`src/rtl/ram_arb_pkg.sv`:
```
// Shared types and constants for the two-requester RAM port arbiter.
// No logic here; latency and backpressure are defined by the modules that import it.
package ram_arb_pkg;

  localparam int NUM_REQ = 2;

  typedef enum logic {
    SERVE = 1'b0,
    CLEAR = 1'b1
  } state_e;

endpackage

```
`src/rtl/ram_port_arbiter_rr_arb2.sv`:
```
// Round-robin grant between two requesters; combinational grant, pointer updated on transfer.
// Zero-cycle grant latency; grant is suppressed entirely when en is low.
module rr_arb2
  import ram_arb_pkg::*;
(
  input  logic               clk,
  input  logic               rst,
  input  logic               en,
  input  logic [NUM_REQ-1:0] valid,
  output logic [NUM_REQ-1:0] grant,
  output logic               gnt_idx
);

  logic ptr_q;
  logic ptr_d;

  always_comb begin
    grant   = '0;
    gnt_idx = 1'b0;
    if (en) begin
      case (valid)
        2'b01: begin
          grant   = 2'b01;
          gnt_idx = 1'b0;
        end
        2'b10: begin
          grant   = 2'b10;
          gnt_idx = 1'b1;
        end
        2'b11: begin
          gnt_idx = ptr_q;
          grant   = ptr_q ? 2'b10 : 2'b01;
        end
        default: begin
          grant   = '0;
          gnt_idx = 1'b0;
        end
      endcase
    end
  end

  // A grant only issues to a valid requester, so any grant is a transfer.
  always_comb begin
    ptr_d = ptr_q;
    if (|grant) begin
      ptr_d = ~gnt_idx;
    end
  end

  always_ff @(posedge clk) begin
    if (rst) begin
      ptr_q <= 1'b0;
    end else begin
      ptr_q <= ptr_d;
    end
  end

endmodule

```
`src/rtl/ram_port_arbiter.sv`:
```
// Shares one single-port RAM between two requesters, with a full-memory clear sweep.
// Commands issue the same cycle they are granted; read data returns one cycle later with no backpressure.
module ram_port_arbiter
  import ram_arb_pkg::*;
#(
  parameter int                    ADDR_WIDTH = 4,
  parameter int                    DATA_WIDTH = 8,
  parameter logic [DATA_WIDTH-1:0] FILL       = DATA_WIDTH'(8'hFF)
) (
  input  logic                          clk,
  input  logic                          rst,
  input  logic [NUM_REQ-1:0]            req_valid,
  output logic [NUM_REQ-1:0]            req_ready,
  input  logic [NUM_REQ-1:0]            req_we,
  input  logic [NUM_REQ*ADDR_WIDTH-1:0] req_addr,
  input  logic [NUM_REQ*DATA_WIDTH-1:0] req_wdata,
  output logic [NUM_REQ-1:0]            rsp_valid,
  output logic [DATA_WIDTH-1:0]         rsp_rdata,
  input  logic                          clr_req,
  output logic                          busy,
  output logic [ADDR_WIDTH-1:0]         mem_addr,
  output logic                          mem_wen,
  output logic                          mem_ren,
  output logic [DATA_WIDTH-1:0]         mem_wdata,
  input  logic [DATA_WIDTH-1:0]         mem_rdata
);

  localparam logic [ADDR_WIDTH-1:0] LAST_ADDR = '1;

  state_e                  state_q, state_d;
  logic [ADDR_WIDTH-1:0]   cnt_q, cnt_d;
  logic [NUM_REQ-1:0]      rsp_pend_q, rsp_pend_d;

  logic                    arb_en;
  logic [NUM_REQ-1:0]      grant;
  logic                    gnt_idx;
  logic                    gnt_any;
  logic                    gnt_we;
  logic [ADDR_WIDTH-1:0]   gnt_addr;
  logic [DATA_WIDTH-1:0]   gnt_wdata;

  // clr_req wins over any pending command in the same cycle.
  assign arb_en = (state_q == SERVE) && !clr_req && !rst;

  rr_arb2 u_rr_arb2 (
    .clk     (clk),
    .rst     (rst),
    .en      (arb_en),
    .valid   (req_valid),
    .grant   (grant),
    .gnt_idx (gnt_idx)
  );

  assign gnt_any   = |grant;
  assign gnt_we    = gnt_idx ? req_we[1] : req_we[0];
  assign gnt_addr  = gnt_idx ? req_addr[2*ADDR_WIDTH-1:ADDR_WIDTH] : req_addr[ADDR_WIDTH-1:0];
  assign gnt_wdata = gnt_idx ? req_wdata[2*DATA_WIDTH-1:DATA_WIDTH] : req_wdata[DATA_WIDTH-1:0];

  always_ff @(posedge clk) begin
    if (rst) begin
      state_q    <= SERVE;
      cnt_q      <= '0;
      rsp_pend_q <= '0;
    end else begin
      state_q    <= state_d;
      cnt_q      <= cnt_d;
      rsp_pend_q <= rsp_pend_d;
    end
  end

  always_comb begin
    state_d    = state_q;
    cnt_d      = cnt_q;
    rsp_pend_d = '0;
    case (state_q)
      SERVE: begin
        if (clr_req) begin
          state_d = CLEAR;
        end else if (gnt_any && !gnt_we) begin
          rsp_pend_d = grant;
        end
      end
      CLEAR: begin
        cnt_d = cnt_q + 1'b1;
        if (cnt_q == LAST_ADDR) begin
          state_d = SERVE;
        end
      end
      default: state_d = SERVE;
    endcase
  end

  // Every output is held quiet while rst is high, including an in-flight response.
  always_comb begin
    req_ready = '0;
    rsp_valid = '0;
    rsp_rdata = '0;
    busy      = 1'b0;
    mem_addr  = '0;
    mem_wen   = 1'b0;
    mem_ren   = 1'b0;
    mem_wdata = '0;
    if (!rst) begin
      rsp_valid = rsp_pend_q;
      if (|rsp_pend_q) begin
        rsp_rdata = mem_rdata;
      end
      case (state_q)
        SERVE: begin
          req_ready = grant;
          if (gnt_any) begin
            mem_addr  = gnt_addr;
            mem_wdata = gnt_wdata;
            mem_wen   = gnt_we;
            mem_ren   = ~gnt_we;
          end
        end
        CLEAR: begin
          busy      = 1'b1;
          mem_wen   = 1'b1;
          mem_addr  = cnt_q;
          mem_wdata = FILL;
        end
        default: busy = 1'b0;
      endcase
    end
  end

endmodule

```
`config.mk`:
```
export PLATFORM = sky130hd
export DESIGN_NAME = ram_port_arbiter
export DESIGN_NICKNAME = d
export VERILOG_FILES = /design/src/rtl/ram_arb_pkg.sv /design/src/rtl/ram_port_arbiter_rr_arb2.sv /design/src/rtl/ram_port_arbiter.sv
export SDC_FILE = /design/constraint.sdc
export NUM_CORES = 1
export LEC_CHECK = 0
export CORE_MARGIN = 2
export CORE_UTILIZATION = 33
export CTS_BUF_LIST = sky130_fd_sc_hd__clkbuf_8
export CTS_CLUSTER_DIAMETER = 30
export DETAILED_ROUTE_END_ITERATION = 10
export GPL_ROUTABILITY_DRIVEN = 0
export HOLD_SLACK_MARGIN = 0.12
export PLACE_DENSITY_LB_ADDON = 0.3
export SYNTH_ARGS = -nofsm -noshare
export SYNTH_HDL_FRONTEND = slang
export SYNTH_SLANG_ARGS = --single-unit
```
`constraint.sdc`:
```
create_clock -name clk -period 3.4 [get_ports clk]
set_input_delay 1.02 -clock clk [delete_from_list [all_inputs] [get_ports clk]]
set_output_delay 1.02 -clock clk [all_outputs]
set_load 0.03 [all_outputs]
```
# ---- Yosys cells after proc, flatten, opt, wreduce, memory -nomap -nowiden
# Index checks and enable logic that the tools add are counted.
dict set report totals {
  output_inout_bits 27
  regBits 8
  in_bits 39
  wordCells 52
}
dict set report classes {
  muxes 30
  add_sub_neg 1
  n_bitwise 4
  eq_ne 4
  n_reduce_logical 9
}
# operator n
set op_table {}
lappend op_table {{two-way mux 8 bit} 5}
lappend op_table {{one-hot mux 8 bit (2 select lines)} 1}
lappend op_table {{two-way mux 4 bit} 3}
lappend op_table {{two-way mux 1 bit} 11}
lappend op_table {{two-way mux 2 bit} 5}
lappend op_table {{one-hot mux 4 bit (2 select lines)} 1}
lappend op_table {{one-hot mux 1 bit (2 select lines)} 3}
lappend op_table {{one-hot mux 2 bit (3 select lines)} 1}
lappend op_table {{adder 4 x 1 -> 4 bit (second input constant)} 1}
lappend op_table {{equality test 2 bit (second input constant)} 2}
lappend op_table {{equality test 4 bit (second input constant)} 1}
lappend op_table {{inverter 1 bit} 4}
lappend op_table {{OR reduction 2 bit} 2}
lappend op_table {{OR reduction 4 bit} 1}
lappend op_table {{logical AND 1 bit} 3}
lappend op_table {{zero test 1 bit} 3}
lappend op_table {{equality test 2 x 1 -> 1 bit (second input constant)} 1}

# ---- Depth between registers and ports, before layout
# Gate-level depths: netlist (run 1).
dict set report logic_depth {
  depth_word 9
  depth_mapped 6
  ltp_nobuf 5
}

# ---- Cells and area by module
# A second synthesis (run 1) with hierarchy kept.
dict set report unflattened {
  hier_cells 91
  area_unflattened_um2 725.7
}
# mod n_inst cells_per_inst area_per_inst_um2 seq_area_each_um2
set modules_own_cells {}
lappend modules_own_cells {ram_port_arbiter 1 82 665.6 140.1}
lappend modules_own_cells {rr_arb2 1 9 60.1 20.0}

# ---- Worst setup path before layout (run 1)
# No wires, ideal clock.
dict set report synth_path {
  kind {input-to-output}
  from {in clr_req}
  to {out mem_ren}
  path_stages 5
  arrival_ps 2217
  n_path_buf 0
  required_time_ps 2380
  path_slack_ps 163
  path_cell_list {nor3_4 nand3_4 inv_2 mux2i_1 nor2b_1}
}
dict set report synth_via {
  elab_chain_cells 9
  word_cells_on_any_way 11
  classes_between {mux: 6; bitwise: 1; reduce/logical: 4}
}
# element line_no
set synth_rtl {}
lappend synth_rtl {{start, declared} ram_port_arbiter.sv:19} ;# input logic clr_req,
lappend synth_rtl {{zero test 1 bit *} ram_port_arbiter.sv:43} ;# assign arb_en = (state_q == SERVE) && !clr_req && !rst;
lappend synth_rtl {{logical AND 1 bit * (2 in series)} ram_port_arbiter.sv:43}
lappend synth_rtl {{two-way mux 1 bit} ram_port_arbiter_rr_arb2.sv:20} ;# if (en) begin
lappend synth_rtl {{two-way mux 1 bit} ram_port_arbiter.sv:55} ;# assign gnt_we = gnt_idx ? req_we[1] : req_we[0];
lappend synth_rtl {{inverter 1 bit} ram_port_arbiter.sv:115} ;# mem_ren = ~gnt_we;
lappend synth_rtl {{two-way mux 1 bit *} ram_port_arbiter.sv:111} ;# if (gnt_any) begin
lappend synth_rtl {{two-way mux 1 bit *} ram_port_arbiter.sv:108} ;# case (state_q)
lappend synth_rtl {{two-way mux 1 bit *} ram_port_arbiter.sv:103} ;# if (!rst) begin
lappend synth_rtl {{end, declared} ram_port_arbiter.sv:23} ;# output logic mem_ren,
# Every way passes the cells marked *; elsewhere a longest branch is shown, timed or not.

# ---- Worst setup path after layout (run 1)
dict set report layout_path {
  from {in clr_req}
  to {out mem_wdata[1]}
}
dict set report layout_via {
  elab_chain_cells 8
  word_cells_on_any_way 10
  classes_between {mux: 6; reduce/logical: 4}
}
# element line_no
set layout_rtl {}
lappend layout_rtl {{zero test 1 bit *} ram_port_arbiter.sv:43}
lappend layout_rtl {{logical AND 1 bit * (2 in series)} ram_port_arbiter.sv:43}
lappend layout_rtl {{two-way mux 1 bit / two-way mux 2 bit (equally long branches)} ram_port_arbiter_rr_arb2.sv:20}
lappend layout_rtl {{two-way mux 8 bit / OR reduction 2 bit (equally long branches)} {ram_port_arbiter.sv:57, ram_port_arbiter.sv:54}}
lappend layout_rtl {{two-way mux 8 bit *} ram_port_arbiter.sv:111}
lappend layout_rtl {{one-hot mux 8 bit (2 select lines) *} ram_port_arbiter.sv:108}
lappend layout_rtl {{two-way mux 8 bit *} ram_port_arbiter.sv:103}
lappend layout_rtl {{end, declared} ram_port_arbiter.sv:24} ;# output logic [DATA_WIDTH-1:0] mem_wdata,
# Marks and branches as above.

==> results of run 1 <==
[final timing paths]
path                                            start                  endpoint  slack (ns)
worst min register to register  cnt_q[1]$_SDFFE_PP0P_     cnt_q[1]$_SDFFE_PP0P_        0.57
worst min-delay path            cnt_q[1]$_SDFFE_PP0P_     cnt_q[1]$_SDFFE_PP0P_        0.57
worst max-delay path                          clr_req              mem_wdata[1]         0.1
worst max register to register     state_q$_SDFF_PP0_  rsp_pend_q[0]$_SDFF_PP0_        2.17
[what timing repair did]
action                     4_1_cts  5_1_grt
pin swaps                        1        3
buffers inserted                 1        0
setup endpoints to repair       14       11
resized for setup                2        4
cloned                           0        1
[critical path: cells and delay by family]
family | cells | cell delay (ns)
buf+inv | 3 | 0.57
simple gates | 2 | 0.40
compound gates | 1 | 0.16
mux | 1 | 0.14
[cell families (layout without fill, tap and decap cells)]
kind of cell,after synthesis,count (layout)
AOI/OAI and AO/OA,16,16
DFF,8,8
buffers and inverters,8,83
muxes,14,14
adders and majority gates,1,1
xor gates and xnor gates,3,3
and+or+nand+nor,37,37
[layout make-up]
class	count	area, sq um
Inverter	3	11.3
Sequential cell	8	160
Clock buffer	3	41.3
Fill cell	157	517
Timing Repair Buffer	77	707
Multi-Input combinational cell	71	472
Tap cell	27	33.8
[state kept, by name, summed over array words and instances (netlist names)]
name and count:
cnt_q 4, rsp_pend_q 2, state_q 1, u_rr_arb2.ptr_q 1
[through the flow]
stage	utilization (%)	setup slack (ns)	instances	setup TNS, ns	hold WS [ns]
after floorplan	-	0.163	87	0	0.501
after global placement	69.2	-0.0699	184	-0.420	0.525
after detailed placement	69.2	-0.0985	184	-0.899	0.562
after CTS	71.6	0.00600	188	0	0.568
after global routing	73.4	-0.00191	189	-0.00191	0.601
final	73.4	0.0969	189	0	0.569
[synthesized netlist by cell type (2+ instances only)]
cell type | number | share of area (%)
nand2_1 | 8 | 4.5
buf_6 | 2 | 3.3
o21ai_0 | 2 | 1.5
nand2b_1 | 2 | 1.9
dfxtp_1 | 8 | 24
xor2_1 | 2 | 2.6
nor2b_1 | 4 | 3.7
mux2i_1 | 14 | 21
nor2_1 | 10 | 5.6
inv_1 | 2 | 1.1
o21ai_1 | 11 | 8.2
and2_1 | 8 | 7.4
[layout by cell type, fill, tap and decap left out, types with 2 or more instances in the layout]
master           count
o21ai_0              2
clkdlybuf4s50_1     34
xor2_1               2
dfxtp_1              8
nor2b_1              4
and2_1               8
nor2_1              10
o21ai_1             11
mux2i_1             13
inv_1                2
dlymetal6s2s_1       2
clkbuf_8             3
nand2b_1             2
buf_4               37
nand2_1              8
[power by group]
part,switching (mW),internal [mW],leakage [nW]
clock network,0.0396,0.0769,0.0216
logic,0.0652,0.0790,0.635
registers,0.00587,0.0986,0.0653
[per-layer routing]
layer	vias to the layer above	share of wire (%)	track usage [%]
li1	451	-	-
met3	8	6.8	3.68
met2	36	54	41.2
met4	0	3.0	11.0
met1	383	36	20.7
met5	-	0	0
==> summary.md, run 1 <==
| Metric | Value |
|---|---|
| P_leak | roughly 0.72 nW |
| Max Fanout on Critical Path | 5 |
| Antenna cells | 0 |
| First-pass iteration count of the detailed router | 3 |
| Worst-path cell chain | clkdlybuf4s15_1, nor3_4, nand3_4, buf_12, mux2i_2, o21ai_1, buf_4 |
| Max Fclk | a little over 0.3 GHz |
| Synth unique cells | 26 |
| Detailed Route Iter0 Violations | 8 |
| Kind of start point of the critical path | primary input |
| Peak supply drop | 0.000254 V |
| First-pass GRT wire length | about 4000 um |
| Synth Net Count | ~130 |
| Cells on Worst Hold Path | 2 |
| Post-DP HPWL | between 2000 and 2500 um |
| Final Hold Viols | 0 |
| Clk root buf | clkbuf_8 |
| Data required, critical path | ~2.4 ns |
| Hold Path Class | register to register |
| I/O pin total | between 60 and 70 |
| EDFF count, synth | 0 |
| Power after layout | between 0.3 and 0.4 mW |
| DRT Wirelength | 2470 um |
| Post-Synth Simple-Gate Area | a little under a third |
| Min cycle time layout | 3.30 ns |
| CP arrival | between 2 and 2.5 ns |
| Total placed instance area | about 0.0013 sq mm |
| Clock-pin slew on the worst setup and hold paths | approximately 0.04 ns |
| Worst Setup Path Type | primary input to output pin |
| Total Nets Final | between 200 and 250 |
| Post-Syn Area per Cell | ~7.8 sq um |
| Area of the die | 0.00242 sq mm |
| Largest net degree at the start of global routing | 12 |
| PortBufs | 65 |
| # H-tree levels | 1 |
| Pwr dens | around 260 mW/mm^2 |
| Syn Std Cell Area | 674 sq um |
| Via density per instance | between 4 and 5 |
| Tot GR Track Use | a little over a fifth |
| XOR/XNOR share of the synthesized area | 3.90% |
| Mapped Cells | just under 90 |
| Synth Register Bits | 8 |
| Routed WL per cell | about 13 um |
| Setup violators final | 0 |
| Vias in the first global route | a little over 900 |
| Layout cells sized above 1 | roughly 28% |
| Worst skew pair latency | 0.23 ns |
| Vias | slightly below 900 |
| Std cell rows | 16 |
| Cts hold-fix bufs | 0 |
| TritonCTS Sinks | 8 |
| Status | complete, no violations |
| Max-Cap Viols | 0 |
| Worst Setup End Kind | output pin |
| Worst-Margin Slew | between 0.3 and 0.4 ns |
| Worst slew margin | between 70% and 80% |
| Synth warnings | 0 |
| Area of the core | between 0.0015 and 0.002 sq mm |
| CTS buffer count | 3 |
| Main combinational cell family by area after synthesis | simple AND/OR/NAND/NOR gates |
| CTS tree | done |
| Worst Reg-to-Reg Cells | 4 |
| Clock buffer depth | 2 |
| Compound-Gate Fraction of Synth Area | roughly 12% |
| Dominant synthesized flop cell | dfxtp_1 |
| Area grow syn2layout | 111% |
| Sequential cell area fraction in the yosys report | 23.7% |
| Multiplexer share of the synthesized area | between 20% and 30% |
| Die Y | 49.2 um |
| Residual DRC | 0 |
| Fin Clk Skew | roughly 0.0035 ns |
| Fin crit share | 97.2% |
| Gr ovfl total | 0 |
| Ys async rst share | 0% |
| Initial antenna violation count | 0 |
| Detail Route Antenna Nets | 0 |
| Die Wd | just under 50 um |
| CP max-delay cell | nor3_4 |
| Max stage delay on crit path | around 0.25 ns |
| Slew Viols, Final | 0 |
| Adder-cell area share of the yosys netlist | 1.86% |
| Post-route cell area | around 0.0014 sq mm |
| Initial Util | between 30% and 40% |
(Power assumes the default switching activity.)
==> run 2, diff against run 1 <==
- MAX_ROUTING_LAYER: not set -> met4
==> summary.md, run 2 (same netlist as run 1, synthesis figures left out) <==
| Metric | Value |
|---|---|
| First-pass GRT wire length | ~4000 um |
| R2r startpoint | state_q$_SDFF_PP0_ |
| TritonCTS Sinks | 8 |
| Clock buffer depth | 2 |
| Area of the die | 0.00242 sq mm |
| Largest net degree at the start of global routing | 12 |
| Filler instances | ~160 |
| Residual DRC | 0 |
| Post-DP HPWL | between 2000 and 2500 um |
| Worst skew pair latency | between 0.2 and 0.25 ns |
| Peak supply drop | between 0.0002 and 0.0003 V |
| Commonest non-fill, non-tap cells in the layout | buf_4 (37), clkdlybuf4s50_1 (34), mux2i_1 (13) |
| CP max-delay cell | nor3_4 |
| Worst-path cell chain | clkdlybuf4s15_1, nor3_4, nand3_4, buf_12, mux2i_2, o21ai_1, buf_4 |
| Tot GR Track Use | a little over a fifth |
| Global routing's busiest layer | met2 |
| Area grow syn2layout | 111% |
| Reg2Reg Setup Slack | ~2.2 ns |
| Die Y | between 40 and 50 um |
| Detail Route Antenna Nets | 0 |
| Hold Path Sink | cnt_q[1]$_SDFFE_PP0P_ |
| Initial antenna violation count | 0 |
| Dpl ws | -0.0985 ns |
| Setup violators final | 0 |
| Cells on Worst Hold Path | 2 |
| Vias in the first global route | between 900 and 1000 |
| Final non-filler cell total | about 190 |
| Routed WL per cell | roughly 13 um |
| Worst slew margin | between 70% and 80% |
| Status | complete, no violations |
| Area occupied by multi-input gates | roughly 470 sq um |
| Biggest regs | cnt_q: 4 flops, rsp_pend_q: 2 flops |
| Area of the core | 0.00194 sq mm |
| CP arrival | 2.31 ns |
| Power after layout | 0.364 mW |
| Cts hold-fix bufs | 0 |
| Layout cells sized above 1 | 28.4% |
| Min cycle time layout | between 3 and 4 ns |
| Kind of start point of the critical path | primary input |
| Setup tns final | 0 ns |
| Pwr dens | between 200 and 300 mW/mm^2 |
| Fin crit share | approximately 100% |
| Vias | 885 |
| Total Nets Final | approximately 200 |
| First-pass iteration count of the detailed router | 4 |
| # H-tree levels | 1 |
| Total placed instance area | 0.00134 sq mm |
| Worst Reg-to-Reg Cells | 4 |
| GR Layer Usage met1 | a little over a fifth |
| Critical R2R Capture | rsp_pend_q[0]$_SDFF_PP0_ |
| Worst Setup End Kind | output pin |
| CTS buffer count | 3 |
| Util after Layout | about three quarters |
| Commonest non-fill, non-tap cell in the layout | buf_4 |
| Fin Clk Skew | approximately 0.0013 ns |
| Max stage delay on crit path | about 0.25 ns |
| Max-Cap Viols | 0 |
| Data required, critical path | between 2 and 2.5 ns |
| Clock-pin slew on the worst setup and hold paths | around 0.040 ns |
| Worst Setup Path Type | primary input to output pin |
| P_leak | slightly above 0.7 nW |
| DRT Wirelength | around 2500 um |
| Global routing usage on met2 | about two fifths |
| Most flop-heavy register | cnt_q |
| Initial Util | about a third |
| DP Cell Count | around 180 |
| Post-route cell area | 0.00143 sq mm |
| Hold Startpoint | cnt_q[1]$_SDFFE_PP0P_ |
| GR Util met3 | 3.68% |
| Die Wd | around 50 um |
| Via density per instance | between 4 and 5 |
| Max Fclk | roughly 0.3 GHz |
| Register area | approximately 160 sq um |
| Hold Slack | 0.569 ns |
| Max Fanout on Critical Path | 5 |
| PortBufs | between 60 and 70 |
| Std cell rows | 16 |
| Worst-Margin Slew | roughly 0.37 ns |
| Gr ovfl total | 0 |
| I/O pin total | 66 |
| Final Hold Viols | 0 |
| Hold Path Class | register to register |
| Antenna cells | 0 |
| Min setup slack post-route | a little under 0.07 ns |
| Detailed Route Iter0 Violations | 7 |
| Largest register FFs | 4 |
| Clk root buf | clkbuf_8 |
| CTS tree | done |
| Slew Viols, Final | 0 |
run 2: cell counts in the layout (fill, tap and decap cells not counted):
No cell type changed its count.
run 2: worst max-delay path, delay by kind of cell:
kind | cells | cell delay, ns
multiplexers | 1 | 0.14
buffers and inverters | 3 | 0.57
AND/OR/NAND/NOR | 2 | 0.40
AO/OA/AOI/OAI | 1 | 0.18
run 2: worst max path at each step:
stage | start | cells past startpoint | to
after floorplan | clr_req | 5 | mem_ren
after global placement | clr_req | 7 | mem_ren
after detailed placement | clr_req | 7 | mem_wdata[7]
after CTS | req_valid[0] | 7 | mem_wdata[0]
after global routing | clr_req | 7 | mem_wdata[1]
final | clr_req | 7 | mem_wdata[1]
run 2: layout make-up:
type / instances / share of cell area, %
Clock buffer: 3 / 2.90
Sequential cell: 8 / 11.2
Inverter: 3 / 0.790
Multi-Input combinational cell: 71 / 33.1
Tap cell: 27 / 2.37
Timing Repair Buffer: 77 / 49.6
run 2: what timing repair did:
action                                  in CTS  in global routing
gates cloned                                 0                  1
gates resized for setup                      2                  4
endpoints found under the setup margin      14                 11
pin swaps                                    1                  3
buffers inserted                             1                  0
run 2: report_power, final:
group          switching [mW]  internal [mW]  leakage, nW
registers             0.00590         0.0987       0.0653
clock network          0.0383         0.0768       0.0216
logic                  0.0654         0.0790        0.635
run 2: metal layers:
layer  share of wire [%]  wire [um]
met5                   0          0
met4                 3.0         74
met1                  36        876
met3                 6.9        169
met2                  55       1340
